### config.mk
export PLATFORM = sky130hd
export DESIGN_NAME = rx_frame_parser
export DESIGN_NICKNAME = d
export VERILOG_FILES = /design/src/rtl/rx_frame_pkg.sv /design/src/rtl/rx_byte_fifo.sv /design/src/rtl/rx_frame_parser.sv
export SDC_FILE = /design/constraint.sdc
export NUM_CORES = 1
export LEC_CHECK = 0
export CORE_MARGIN = 5
export CORE_UTILIZATION = 40
export CTS_CLUSTER_DIAMETER = 40
export DETAILED_ROUTE_END_ITERATION = 8
export PLACE_DENSITY_LB_ADDON = 0.3
export SLEW_MARGIN = 5
export SYNTH_ARGS = -nofsm -noshare
export SYNTH_HDL_FRONTEND = slang
export SYNTH_HIERARCHICAL = 1
export SYNTH_SLANG_ARGS = --single-unit
### constraint.sdc
create_clock -name clk_rec -period 4.44 [get_ports clk_rec]
set_input_delay 0.888 -clock clk_rec [delete_from_list [all_inputs] [get_ports clk_rec]]
set_output_delay 0.888 -clock clk_rec [all_outputs]
set_load 0.02 [all_outputs]
### src/rtl/rx_frame_pkg.sv
// Shared types and constants for the receive-side frame parser.
package rx_frame_pkg;

  localparam logic [7:0] SYNC_BYTE = 8'hA5;

  typedef enum logic [1:0] {
    HUNT,
    LEN,
    PAYLOAD,
    CHK
  } state_t;

  typedef struct packed {
    logic       last;
    logic [7:0] data;
  } fifo_entry_t;

endpackage

### src/rtl/rx_byte_fifo.sv
// First-word-fall-through payload FIFO; a push while full is accepted only
// when a pop frees a slot in the same cycle.
module rx_byte_fifo
  import rx_frame_pkg::*;
#(
  parameter int DEPTH = 16
) (
  input  logic        clk,
  input  logic        rst_n,
  input  logic        push,
  input  logic        pop,
  input  fifo_entry_t wdata,
  output fifo_entry_t rdata,
  output logic        full,
  output logic        empty
);

  localparam int AW = $clog2(DEPTH);

  fifo_entry_t     r_mem [DEPTH];
  logic [AW:0]     r_wr_ptr;
  logic [AW:0]     r_rd_ptr;
  logic            w_do_pop;
  logic            w_do_push;

  assign empty     = (r_wr_ptr == r_rd_ptr);
  assign full      = (r_wr_ptr[AW] != r_rd_ptr[AW]) &&
                     (r_wr_ptr[AW-1:0] == r_rd_ptr[AW-1:0]);
  assign w_do_pop  = pop && !empty;
  assign w_do_push = push && (!full || w_do_pop);
  assign rdata     = r_mem[r_rd_ptr[AW-1:0]];

  always_ff @(posedge clk) begin
    if (w_do_push) begin
      r_mem[r_wr_ptr[AW-1:0]] <= wdata;
    end
  end

  always_ff @(posedge clk or negedge rst_n) begin
    if (!rst_n) begin
      r_wr_ptr <= '0;
      r_rd_ptr <= '0;
    end else begin
      if (w_do_push) r_wr_ptr <= r_wr_ptr + 1'b1;
      if (w_do_pop)  r_rd_ptr <= r_rd_ptr + 1'b1;
    end
  end

endmodule

### src/rtl/rx_frame_parser.sv
// Sync-hunting frame parser: validates LEN and XOR checksum, forwards payload
// through a FWFT FIFO and reports per-frame status and diagnostics.
module rx_frame_parser
  import rx_frame_pkg::*;
#(
  parameter int FIFO_DEPTH = 16,
  parameter int MAX_LEN    = 15
) (
  input  logic       clk_rec,
  input  logic       resetn_rec,
  input  logic [7:0] data_i,
  input  logic       valid_i,
  output logic [7:0] m_data_o,
  output logic       m_last_o,
  output logic       m_valid_o,
  input  logic       m_ready_i,
  output logic       frame_ok_o,
  output logic       frame_err_o,
  output logic       overflow_o,
  input  logic       clr_ovf_i,
  output logic [7:0] err_cnt_o
);

  localparam logic [7:0] LP_MAX_LEN = 8'(MAX_LEN);

  state_t      r_state;
  state_t      w_state_nxt;
  logic [7:0]  r_len;
  logic [7:0]  r_cnt;
  logic [7:0]  r_acc;
  logic        r_frame_ovf;
  logic        r_frame_ok;
  logic        r_frame_err;
  logic        r_overflow;
  logic [7:0]  r_err_cnt;

  logic        w_push;
  logic        w_last;
  logic        w_len_ok;
  logic        w_ok_set;
  logic        w_err_set;
  logic        w_pop;
  logic        w_drop;
  logic        w_full;
  logic        w_empty;
  fifo_entry_t w_wr_entry;
  fifo_entry_t w_rd_entry;

  always_ff @(posedge clk_rec or negedge resetn_rec) begin
    if (!resetn_rec) r_state <= HUNT;
    else             r_state <= w_state_nxt;
  end

  always_comb begin
    w_state_nxt = r_state;
    w_push      = 1'b0;
    w_last      = 1'b0;
    w_len_ok    = 1'b0;
    w_ok_set    = 1'b0;
    w_err_set   = 1'b0;
    if (valid_i) begin
      unique case (r_state)
        HUNT: begin
          if (data_i == SYNC_BYTE) w_state_nxt = LEN;
        end
        LEN: begin
          if (data_i == 8'd0 || data_i > LP_MAX_LEN) begin
            w_err_set   = 1'b1;
            w_state_nxt = HUNT;
          end else begin
            w_len_ok    = 1'b1;
            w_state_nxt = PAYLOAD;
          end
        end
        PAYLOAD: begin
          w_push = 1'b1;
          w_last = (r_cnt == r_len - 8'd1);
          if (w_last) w_state_nxt = CHK;
        end
        CHK: begin
          if (data_i == r_acc && !r_frame_ovf) w_ok_set  = 1'b1;
          else                                 w_err_set = 1'b1;
          w_state_nxt = HUNT;
        end
        default: w_state_nxt = HUNT;
      endcase
    end
  end

  assign w_pop      = m_valid_o && m_ready_i;
  // A byte is lost only when the FIFO is full and no pop frees a slot this cycle.
  assign w_drop     = w_push && w_full && !w_pop;
  assign w_wr_entry = '{last: w_last, data: data_i};

  always_ff @(posedge clk_rec or negedge resetn_rec) begin
    if (!resetn_rec) begin
      r_len       <= '0;
      r_cnt       <= '0;
      r_acc       <= '0;
      r_frame_ovf <= 1'b0;
    end else if (w_len_ok) begin
      r_len       <= data_i;
      r_cnt       <= '0;
      r_acc       <= '0;
      r_frame_ovf <= 1'b0;
    end else if (w_push) begin
      r_cnt <= r_cnt + 8'd1;
      r_acc <= r_acc ^ data_i;
      if (w_drop) r_frame_ovf <= 1'b1;
    end
  end

  always_ff @(posedge clk_rec or negedge resetn_rec) begin
    if (!resetn_rec) begin
      r_frame_ok  <= 1'b0;
      r_frame_err <= 1'b0;
      r_overflow  <= 1'b0;
      r_err_cnt   <= '0;
    end else begin
      r_frame_ok  <= w_ok_set;
      r_frame_err <= w_err_set;
      if (w_err_set && r_err_cnt != 8'hFF) r_err_cnt <= r_err_cnt + 8'd1;
      if (w_drop)         r_overflow <= 1'b1;
      else if (clr_ovf_i) r_overflow <= 1'b0;
    end
  end

  rx_byte_fifo #(
    .DEPTH (FIFO_DEPTH)
  ) u_fifo (
    .clk   (clk_rec),
    .rst_n (resetn_rec),
    .push  (w_push),
    .pop   (w_pop),
    .wdata (w_wr_entry),
    .rdata (w_rd_entry),
    .full  (w_full),
    .empty (w_empty)
  );

  // Storage is unreset, so the read port is masked to keep outputs 0 when empty.
  assign m_valid_o   = !w_empty;
  assign m_data_o    = w_empty ? 8'h00 : w_rd_entry.data;
  assign m_last_o    = w_empty ? 1'b0  : w_rd_entry.last;
  assign frame_ok_o  = r_frame_ok;
  assign frame_err_o = r_frame_err;
  assign overflow_o  = r_overflow;
  assign err_cnt_o   = r_err_cnt;

endmodule

After elaboration in Yosys (flattened, before gate mapping):

Memory sizes are Yosys's and may differ from the RTL's.
Cells that the tools add are included.

* register bits after elaboration: 48
* memory bits (writable): 144
* input port bits: 13
* output and inout port bits: 21
* logic and storage cells: 83
* memories kept: 1

Memories
* u_fifo.r_mem: words 16, bits a word 9, rd ports 1, clocked after Yosys merged registers in 0, write ports 1, RTL line rx_byte_fifo.sv:20 `fifo_entry_t r_mem [DEPTH];`

* $add $sub $neg: 5
* $lt $le $gt $ge: 1
* equal/unequal tests: 12
* muxes and demuxes: 31
* bitwise operators: 1
* reductions and logical operators: 21

Operators by type and width (count)
* $mux W8: 5
* $mux W1: 21
* $add A8 B1 Y8 const B: 2
* $eq A8 B8 Y1: 2
* $add A5 B1 Y5 const B: 2
* $eq A8 B8 Y1 const B: 1
* $gt A8 B4 Y1 const B: 1
* $logic_and A1 B1 Y1: 8
* $logic_not A8 Y1: 1
* $ne A8 B8 Y1 const B: 1
* $pmux W2 S4: 1
* $sub A8 B1 Y8 const B: 1
* $xor A8 B8 Y8: 1
* $mux W2: 3
* $reduce_bool A2 Y1: 3
* $eq A5 B5 Y1: 1
* $eq A2 B2 Y1 const B: 2
* $eq A4 B4 Y1: 1
* $logic_not A1 Y1: 4
* $ne A2 B2 Y1 const B: 2
* $reduce_and A3 Y1: 1
* $eq A2 B1 Y1 const B: 1
* $logic_not A2 Y1: 1
* $logic_or A1 B1 Y1: 2
* 3 further kinds: 3

Logic depth before layout (Yosys ltp):

Gate-level depths: netlist (run 1).

* word-level depth: 8
* depth in mapped cells: 10
* mapped depth without buffers: 8

Modules after synthesis:

The synthesis (run 1) kept the hierarchy.

By module, submodules not included
* rx_byte_fifo: instances 1, cells each 295, area each 6199.7 um^2, seq. area each 4574.4 um^2
* rx_frame_parser: instances 1, cells each 213, area each 2109.5 um^2, seq. area each 950.9 um^2

Worst setup path after synthesis (run 1):

No wires, ideal clock.

* path type: in2reg
* start point: input port valid_i
* end point: memory u_fifo/r_mem[11][0] in the netlist's numbering, enable pin
* setup time: 0.389 ns
* data arrival time: 2.494 ns
* data required time: 4.051 ns
* setup slack: 1.557 ns
* cell stages on the path: 5
* buffers on the path: 1
* cell sequence: inv_1 > nor3b_2 > buf_2 > o311ai_4 > nor3b_1

* cells in the longest elaborated chain, start to end: 4

Ends and longest elaborated chain
* start, declared: RTL line rx_frame_parser.sv:12 `input logic valid_i,`
* $mux W1: RTL line rx_frame_parser.sv:61 `if (valid_i) begin`
* named net w_push: RTL line rx_frame_parser.sv:37 `logic w_push;`
* $logic_and A1 B1 Y1: RTL line rx_byte_fifo.sv:30 `assign w_do_push = push && (!full || w_do_pop);`
* $mux W1: RTL line rx_byte_fifo.sv:34 `if (w_do_push) begin`
* $mux W1 (implied by the code): RTL line rx_byte_fifo.sv:35 `r_mem[r_wr_ptr[AW-1:0]] <= wdata;`
* end, declared: RTL line rx_byte_fifo.sv:20

The timed path passes the listed nets, and every way through them passes these cells.

==> results.sh, run 1 <==
export IMPL_status="finished, final reports clean"
export IMPL_diodes=0
export IMPL_final_hold_violation_count=0
export IMPL_cp_data_required_time_ns=3.55
export IMPL_std_cell_rows=52
export IMPL_viasPerCell=5.28
export IMPL_synth_nets=529
export IMPL_ir_drop_uv=264
export IMPL_layout_commonest_cell="edfxtp_1"
export IMPL_fmax_mhz=253
export IMPL_clock_path_buffers=2
export IMPL_grt_pass1_wl_um=27400
export IMPL_final_cell_mix="edfxtp_1, dfrtp_1, mux4_2, clkdlybuf4s50_1, nand2_1"
export IMPL_ant_nets=0
export IMPL_fin_crit_sh=0.892
export IMPL_drv_cap=0
export IMPL_start_kind="register"
export IMPL_ys_ff_latch=192
export IMPL_yosys_top_cells_area="edfxtp_1, dfrtp_1, mux4_2"
export IMPL_routed_wl_um=16900
export IMPL_path_clk_slew_ns=0.07
export IMPL_io_pins=34
export IMPL_chipHeight_um=154
export IMPL_wl_per_cell_um=20.2
export IMPL_dr_pass1_iters=5
export IMPL_worst_hold_slack_ns=0.514
export IMPL_fin_skew_ns=0.00746
export IMPL_path_class="reg -> out"
export IMPL_cpMaxStageDelayCell="dfrtp_2"
export IMPL_hp_class="reg -> reg"
export IMPL_p_sw_mw=1.47
export IMPL_rsz0062_at_grt="false"
export IMPL_cts_resized=0
export IMPL_synth_top_area_share=0.520
export IMPL_grt_overflow_total=0
export IMPL_die_area_um2=23800
export IMPL_worst_ep_arrival_time_ns=3.07
export IMPL_clock_sinks=192
export IMPL_synthFlopType="edfxtp_1"
export IMPL_core_area_um2=20400
export IMPL_power_frac_comb=0.268
export IMPL_synthCells=508
export IMPL_synth_area_um2=8310
export IMPL_grt_max_degree=49
export IMPL_synth_edf_count=144
export IMPL_first_iter_violations=251
export IMPL_yosysTopAreaCell="edfxtp_1"
export IMPL_relSlewSlack=0.279
export IMPL_async_reset_ff_frac=0.250
export IMPL_h_tree_depth=4
export IMPL_power_frac_seq=0.429
export IMPL_yosysWarningCount=6
export IMPL_critPathCaptureType="primary output"
export IMPL_cts_made_buffers=17
export IMPL_drc_errors=0
export IMPL_dieWidth_um=154
export IMPL_clkPwrFrac=0.304
export IMPL_crit_family="buffers and inverters"
export IMPL_grt_usage=0.150
export IMPL_power_density_nw_per_um2=506
export IMPL_power_leakage_nw=3.38
export IMPL_finalMaxSlewViolations=0
export IMPL_ys_types=55
export IMPL_fillCellCount=1736
export IMPL_seq_area_frac_synth=0.665
export IMPL_fin_setup_tns_ns=0
export IMPL_drive_gt1_frac=0.189
export IMPL_port_buffers=33
export IMPL_postLayoutCoreUtil=0.468
export IMPL_grt_antenna_before_repair=0
export IMPL_postSynthAreaPerCell_um2=16.4
export IMPL_internal_power_mw=3.36
export IMPL_crit_path_max_fanout=17
export IMPL_first_global_vias=4760
export IMPL_worst_pin_slew_ns=1.08
export IMPL_dp_hpwl_um=11100
export IMPL_insertion_delay_ns=0.43
export IMPL_postCtsSetupBuffers=0
export IMPL_cts_hold_buf=0
export IMPL_vias=4423
export IMPL_tritoncts="yes"
export IMPL_cts_root_buffer="clkbuf_16"
export IMPL_p_sw_frac=0.304
export IMPL_crit_chain="buf_12 -> mux4_2 -> a22oi_1 -> nand2_1 -> nor2b_1 -> clkdlybuf4s50_1"
export IMPL_start_util=0.408
export IMPL_cp_slowest_stage_delay_ns=0.73
export IMPL_finalCriticalPeriod_ns=3.96
export IMPL_area_growth_pct=14.8
export IMPL_finalSetupViolCount=0
export IMPL_place_congestion=0.774
export IMPL_finalNetCount=575
export IMPL_cp_buffers_inverters=2
cells in the mapped netlist (6+ instances only):
cell type / number
edfxtp_1: 144
dfrtp_1: 48
mux4_2: 36
nand2_1: 31
nor2_1: 24
xnor2_1: 23
xor2_1: 21
nor2b_1: 20
a22oi_1: 18
and3_1: 17
inv_1: 12
buf_2: 8
ha_1: 8
nand4_1: 8
nor3_1: 8
o21ai_0: 7
a21oi_1: 6
buf_6: 6
nand3_1: 6
registers in the layout, indices dropped and copies added (netlist names), 5 cells and up, named ones only:
signal,flops
r_len,8
r_acc,8
u_fifo/r_mem,144
r_cnt,8
u_fifo/r_wr_ptr,5
err_cnt_o,8
u_fifo/r_rd_ptr,5
through the flow:
stage / std cells / setup WS [ns] / power [mW] / area, µm²
CTS: 837 / 0.413 / 4.88 / 9540
global placement: 805 / 0.923 / 3.40 / 8960
global route: 837 / 0.284 / 5.06 / 9540
floorplan: 508 / 1.56 / 3.00 / 8310
detailed placement: 805 / 0.883 / 3.42 / 8960
finish: 837 / 0.481 / 4.83 / 9540
worst min-delay path, cell delays in order (launching register included):
cell and delay [ns]:
dfrtp_1 0.38, inv_1 0.05, a21oi_1 0.05
final timing paths:
check	endpoint	startpoint	slack, ns	depth (start not counted)
min in group asynchronous	frame_err_o	resetn_rec	0.65	1
worst min-delay path	r_frame_ovf	r_frame_ovf	0.51	2
worst max register to register	u_fifo/r_mem[9][5]	u_fifo/r_rd_ptr[0]	1.31	8
worst min register to register	r_frame_ovf	r_frame_ovf	0.51	2
worst max-delay path	m_data_o[2]	u_fifo/r_rd_ptr[0]	0.48	6
max in group asynchronous	u_fifo/r_rd_ptr[0]	resetn_rec	3.07	1
area by class of cell:
| type | count | area (µm²) | share of cell area |
|---|---|---|---|
| clock inverters | 15 | 148 | 0.0155 |
| flip-flops and latches | 192 | 5530 | 0.579 |
| multi-input cells | 282 | 2600 | 0.272 |
| repair buffers | 49 | 458 | 0.0480 |
| inverters | 12 | 45.0 | 0.00472 |
| well taps | 270 | 338 | 0.0354 |
| clock buffers | 17 | 425 | 0.0446 |
layer usage:
| layer | vias to the layer above | track usage | share of wire | wire length, µm |
|---|---|---|---|---|
| met2 | 102 | 0.242 | 0.49 | 8250 |
| li1 | 2029 | - | - | - |
| met5 | - | 0 | 0 | 0 |
| met4 | 0 | 0.0303 | 0.0083 | 140 |
| met3 | 12 | 0.0354 | 0.048 | 810 |
| met1 | 2280 | 0.212 | 0.46 | 7720 |
kinds of logic after synthesis:
family | count (synthesis) | share of synthesized area
adders and majority gates | 8 | 0.0120
and+or+nand+nor | 138 | 0.0913
muxes | 43 | 0.107
AOI/OAI and AO/OA | 45 | 0.0455
buffers and inverters | 34 | 0.0224
xor gates and xnor gates | 48 | 0.0569
DFF | 192 | 0.665
power by group through the flow:
stage	clock, mW	combinational (mW)	sequential, mW
2_1_floorplan	0	0.967	2.03
3_3_place_gp	0	1.29	2.11
3_5_place_dp	0	1.30	2.12
4_1_cts	1.50	1.31	2.08
5_1_grt	1.58	1.39	2.09
6_report	1.47	1.29	2.07
No activity file was read; power rests on OpenSTA's default activity.
==> inputs of run 2 (changes only) <==
- CTS_CLUSTER_DIAMETER: 40 -> 100
==> results of run 2 <==
The final DEF is identical to that of run 1; final timing and power are the same.
